===== config.mk =====
export PLATFORM = sky130hd
export DESIGN_NAME = breakout_game_ctrl
export DESIGN_NICKNAME = d
export VERILOG_FILES = /design/src/rtl/breakout_game_ctrl_pkg.sv /design/src/rtl/breakout_game_ctrl_bcd2_counter.sv /design/src/rtl/breakout_game_ctrl.sv
export SDC_FILE = /design/constraint.sdc
export NUM_CORES = 1
export LEC_CHECK = 0
export ABC_AREA = 1
export CAP_MARGIN = 30
export CORE_MARGIN = 1.5
export CORE_UTILIZATION = 54
export DETAILED_ROUTE_END_ITERATION = 10
export MAX_ROUTING_LAYER = met4
export PLACE_DENSITY = 0.8
export SYNTH_ARGS = -nofsm -noshare
export SYNTH_HDL_FRONTEND = slang
export SYNTH_SLANG_ARGS = --single-unit

===== constraint.sdc =====
create_clock -name clk -period 1.9 [get_ports clk]
set_input_delay 0.19 -clock clk [delete_from_list [all_inputs] [get_ports clk]]
set_output_delay 0.19 -clock clk [all_outputs]
set_load 0.02 [all_outputs]

===== src/rtl/breakout_game_ctrl_pkg.sv =====
// Shared state encoding and BCD helper for the Breakout game controller.
package breakout_game_ctrl_pkg;

    typedef enum logic [1:0] {
        ST_NEWGAME = 2'b00,
        ST_PLAY    = 2'b01,
        ST_NEWBALL = 2'b10,
        ST_OVER    = 2'b11
    } state_t;

    // Two-digit BCD increment that sticks at 99.
    function automatic logic [7:0] bcd_inc(input logic [7:0] v);
        logic [7:0] r;
        if (v == 8'h99)
            r = v;
        else if (v[3:0] == 4'd9)
            r = {v[7:4] + 4'd1, 4'd0};
        else
            r = {v[7:4], v[3:0] + 4'd1};
        return r;
    endfunction

endpackage


===== src/rtl/breakout_game_ctrl_bcd2_counter.sv =====
// Two-digit BCD score counter, saturating at 99; clr wins over inc.
module bcd2_counter
    import breakout_game_ctrl_pkg::*;
(
    input  logic       clk,
    input  logic       rstn,
    input  logic       clr,
    input  logic       inc,
    output logic [7:0] q
);

    logic [7:0] q_q, q_d;

    always_comb begin
        q_d = q_q;
        if (clr)
            q_d = 8'h00;
        else if (inc)
            q_d = bcd_inc(q_q);
    end

    always_ff @(posedge clk or negedge rstn) begin
        if (!rstn)
            q_q <= 8'h00;
        else
            q_q <= q_d;
    end

    assign q = q_q;

endmodule


===== src/rtl/breakout_game_ctrl.sv =====
// Breakout game-state controller: input conditioning, game FSM, ball budget, BCD score.
// Optional high-score register enabled by defining BREAKOUT_HISCORE_EN.
//
// state      | meaning
// NEWGAME    | waiting for start key, motion frozen, ball budget full
// PLAY       | ball in motion, hits score, misses cost a ball
// NEWBALL    | hold after a miss, start key accepted once timer expires
// OVER       | last ball lost, hold then return to NEWGAME
module breakout_game_ctrl
    import breakout_game_ctrl_pkg::*;
#(
    parameter int unsigned             BALLS    = 3,
    parameter int unsigned             WAIT_W   = 28,
    parameter logic [WAIT_W-1:0]       WAIT_CYC = WAIT_W'(200_000_000)
) (
    input  logic        clk,
    input  logic        rstn,
    input  logic        key_start,
    input  logic        hit,
    input  logic        miss,
    output logic        gra_still,
    output logic [1:0]  state,
    output logic [3:0]  ball_left,
    output logic [7:0]  score,
    output logic [31:0] seg_data
);

    localparam logic [3:0] BALLS_L = 4'(BALLS);

    // Bit order in the conditioning vectors: {key_start, hit, miss}.
    logic [2:0] sync1_q, sync1_d, sync2_q, sync2_d, prev_q, prev_d, pulse_q, pulse_d;

    always_comb begin
        sync1_d = {key_start, hit, miss};
        sync2_d = sync1_q;
        prev_d  = sync2_q;
        pulse_d = sync2_q & ~prev_q;
    end

    always_ff @(posedge clk or negedge rstn) begin
        if (!rstn) begin
            sync1_q <= 3'b000;
            sync2_q <= 3'b000;
            prev_q  <= 3'b000;
            pulse_q <= 3'b000;
        end else begin
            sync1_q <= sync1_d;
            sync2_q <= sync2_d;
            prev_q  <= prev_d;
            pulse_q <= pulse_d;
        end
    end

    logic key_p, hit_p, miss_p;
    assign {key_p, hit_p, miss_p} = pulse_q;

    state_t              state_q, state_d;
    logic [3:0]          ball_left_q, ball_left_d;
    logic [WAIT_W-1:0]   timer_q, timer_d;
    logic                gra_still_q, gra_still_d;
    logic                score_clr, score_inc;
    logic [7:0]          score_q;

    always_comb begin
        state_d     = state_q;
        ball_left_d = ball_left_q;
        timer_d     = timer_q;
        score_clr   = 1'b0;
        score_inc   = 1'b0;
        case (state_q)
            ST_NEWGAME: begin
                ball_left_d = BALLS_L;
                if (key_p) begin
                    state_d   = ST_PLAY;
                    score_clr = 1'b1;
                end
            end
            ST_PLAY: begin
                score_inc = hit_p;
                if (miss_p) begin
                    timer_d = WAIT_CYC;
                    if (ball_left_q > 4'd1) begin
                        ball_left_d = ball_left_q - 4'd1;
                        state_d     = ST_NEWBALL;
                    end else begin
                        ball_left_d = 4'd0;
                        state_d     = ST_OVER;
                    end
                end
            end
            ST_NEWBALL: begin
                if (timer_q != '0)
                    timer_d = timer_q - WAIT_W'(1);
                else if (key_p)
                    state_d = ST_PLAY;
            end
            ST_OVER: begin
                if (timer_q != '0) begin
                    timer_d = timer_q - WAIT_W'(1);
                end else begin
                    state_d     = ST_NEWGAME;
                    ball_left_d = BALLS_L;
                end
            end
            default: state_d = ST_NEWGAME;
        endcase
        gra_still_d = (state_d != ST_PLAY);
    end

    always_ff @(posedge clk or negedge rstn) begin
        if (!rstn) begin
            state_q     <= ST_NEWGAME;
            ball_left_q <= BALLS_L;
            timer_q     <= '0;
            gra_still_q <= 1'b1;
        end else begin
            state_q     <= state_d;
            ball_left_q <= ball_left_d;
            timer_q     <= timer_d;
            gra_still_q <= gra_still_d;
        end
    end

    bcd2_counter u_score (
        .clk  (clk),
        .rstn (rstn),
        .clr  (score_clr),
        .inc  (score_inc),
        .q    (score_q)
    );

    logic [7:0] hi_disp;

`ifdef BREAKOUT_HISCORE_EN
    logic [7:0] hi_score_q, hi_score_d, score_nx;

    // Compare against the score as it will be after this edge, so a hit on the losing cycle counts.
    always_comb begin
        score_nx   = score_inc ? bcd_inc(score_q) : score_q;
        hi_score_d = hi_score_q;
        if (state_q == ST_PLAY && state_d == ST_OVER && score_nx > hi_score_q)
            hi_score_d = score_nx;
    end

    always_ff @(posedge clk or negedge rstn) begin
        if (!rstn)
            hi_score_q <= 8'h00;
        else
            hi_score_q <= hi_score_d;
    end

    assign hi_disp = hi_score_q;
`else
    assign hi_disp = 8'h00;
`endif

    assign gra_still = gra_still_q;
    assign state     = state_q;
    assign ball_left = ball_left_q;
    assign score     = score_q;
    assign seg_data  = {8'h00, hi_disp, 4'h0, ball_left_q, score_q};

endmodule


==> impl_metrics.tcl <==
set metrics [dict create \
    status "complete, no violations" \
    dr.pass1.iters 5 \
    gp_congestion 0.882 \
    grt_pass1_wl_mm 12.0 \
    ant_nets 0 \
    worstHoldStart "key_start" \
    worstSetupStartpoint "state[1]" \
    htreeDepth 2 \
    drtIter0Drc 200 \
    hold_path_class "in2reg" \
    worst_path_max_delay_cell "clkdlybuf4s50_1" \
    die_area_sq_mm 0.00678 \
    final.setup_skew_ns 0.00993 \
    clock-sinks 55 \
    fillers 534 \
    ys_ff_latch 55 \
    finalCriticalPeriod_ns 1.74 \
    areaGrowthSynthToFinish_pct 11.9 \
    finalInstanceArea_sq_mm 0.00380 \
    path_cells "buf_4, clkdlybuf4s50_1" \
    layout-drive-gt1-share_pct 8.91 \
    post_cts_buffers 0 \
    cp-start-kind "register" \
    dpl.hpwl_mm 5.10 \
    worstSkewPairLatency_ns 0.31 \
    routed_wl_mm 7.02 \
    die-height_um 82.3 \
    maxCapViolCount 0 \
    gr-total-overflow 0 \
    antenna_found_initial 0 \
    required_ns 1.71 \
    vias_per_cell 5.07 \
    arrival_ns 1.55 \
    cts_tree "built" \
    post_drt_wl_per_cell_um 12.3 \
    synthesis.instances 461 \
    port_buffers 31 \
    coreArea_sq_mm 0.00599 \
    end_kind "output port" \
    routed-via-count 2882 \
    clk_pin_slew_ns 0.11 \
    grt_pass1_vias 2764 \
    crit_family "buffers and inverters" \
    grt_max_degree 56 \
    leakagePower_nw 1.94 \
    drc 0 \
    numCtsBuffers 5 \
    final.period_utilization_pct 91.8 \
    setup_viol 0 \
    cts_root_buf "clkbuf_8" \
    synth_cell_types 33 \
    place_area_sq_mm 0.00367 \
    grt_use_total_pct 23.5 \
    hold_viol 0 \
    critPathMaxStageDelay_ns 0.64 \
    vdd_drop_max_mv 0.881 \
    crit-reg2reg-launch "timer_q[0]" \
    yosysSeqAreaShare_pct 40.6 \
    final_cell_mix "131 x nand2_1, 74 x nor2_1, 52 x dfrtp_1" \
    tns_ns 0 \
    max_freq_ghz 0.573 \
    antenna_cells 0 \
    io_pins 52 \
    clock_path_buffers 2 \
    critPathKind "reg2out" \
    yosysWarningCount 0 \
    final_common_cell "nand2_1" \
    avgSynthCellArea_sq_um 7.37 \
    p_per_area_mw_per_mm2 1470 \
    rsz0062_at_grt "no" \
    syn_area_sq_mm 0.00340 \
    slew_viol_final 0 \
    final_nets 505 \
    initial_core_util_pct 56.7 \
    chipWidth_um 82.3 \
    crit_buf_inv 2 \
    rows 28 \
    cp_max_fo 13 \
]
stage by stage:
stage | std cells | total power, mW | setup WS [ns] | hold WS (ns) | util [%]
floorplan | 480 | 4.07 | 0.222 | -0.106 | -
finish | 569 | 5.60 | 0.156 | 0.311 | 63.5
detailed placement | 559 | 4.83 | 0.0618 | 0.213 | 61.3
global route | 569 | 6.11 | 0.0374 | 0.302 | 63.5
global placement | 559 | 4.72 | 0.123 | 0.208 | 61.3
CTS | 568 | 5.53 | 0.0520 | 0.301 | 63.1
logic make-up (layout without fill, tap and decap cells):
| group | count (synthesis) | in the layout | share of synthesized area [%] |
|---|---|---|---|
| AOI/OAI and AO/OA | 22 | 22 | 3.53 |
| buffers and inverters | 86 | 99 | 13.9 |
| adders and majority gates | 7 | 7 | 2.58 |
| other | 1 | 20 | 0.110 |
| and+or+nand+nor | 275 | 276 | 35.3 |
| xor gates and xnor gates | 14 | 14 | 3.61 |
| DFF | 55 | 55 | 40.6 |
| muxes | 1 | 1 | 0.295 |
worst paths after layout:
kind	endpoint	slack (ns)	depth (start not counted)
max	state[1]	0.16	2
min	sync1_q[2]	0.31	1
max reg2reg	timer_q[26]	0.20	10
min reg2reg	prev_d[2]	0.35	0
max in group asynchronous	ball_left[1]	1.19	3
min in group asynchronous	timer_q[3]	0.39	3
cells in the mapped netlist, drive strengths merged:
cell type	n	area, sq um
a21oi	2	10.0
and2	1	6.26
buf	37	287
clkbuf	1	3.75
clkinv	2	10.0
conb	1	3.75
dfrtp	52	1300
dfstp	3	78.8
ha	7	87.6
inv	46	173
mux2i	1	10.0
nand2	137	559
nand3	33	165
nand3b	5	37.5
nand4	11	68.8
nor2	80	320
nor3	5	25.0
o21ai	17	88.8
o22ai	1	6.26
o31ai	2	15.0
or2	3	18.8
xnor2	1	8.76
xor2	13	114
layout make-up:
cell class | count | area (sq um) | area share, %
Clock buffer | 6 | 82.6 | 2.17
Tap cell | 75 | 93.8 | 2.47
Inverter | 48 | 189 | 4.97
Sequential cell | 55 | 1380 | 36.3
Clock inverter | 2 | 16.3 | 0.428
Multi-Input combinational cell | 340 | 1630 | 42.9
Timing Repair Buffer | 43 | 410 | 10.8
registers in the layout, indices dropped and copies added, names as in the netlist:
name / cells
timer_q: 28
u_score.q: 8
ball_left: 4
prev_d: 3
prev_q: 3
pulse_q: 3
sync1_q: 3
state: 2
gra_still: 1
worst reg2reg max path, cell delays in order (launching register included):
cell     delay (ns)
dfrtp_1        0.36
inv_1          0.08
ha_1           0.23
nand2_2        0.13
nor2_4         0.06
nand2_2        0.07
nor2_1         0.07
nor2_2         0.32
nand3_1        0.13
nand2_1        0.10
nor2_1         0.04
per-layer routing:
layer  track usage (%)  wire (um)  part of all wire (%)  vias up
met3              3.52        383                   5.5        9
met1              29.7       3120                    44     1327
met5                 -          0                     0        -
li1                  -          -                     -     1452
met4              7.46         81                   1.2        0
met2              38.9       3430                    49       94
what timing repair did:
action,4_1_cts,5_1_grt
gates resized for setup,0,4
hold buffers,1,0
endpoints found under the setup margin,0,16
endpoints found under the hold margin,52,0
power by group:
part           internal [mW]  leakage, nW  switching [mW]  total (mW)
logic                   1.10         1.20            1.93        3.03
registers               1.52        0.684           0.349        1.87
clock network          0.299       0.0474           0.398       0.697
Note: power is estimated with default switching activity, not from simulation.
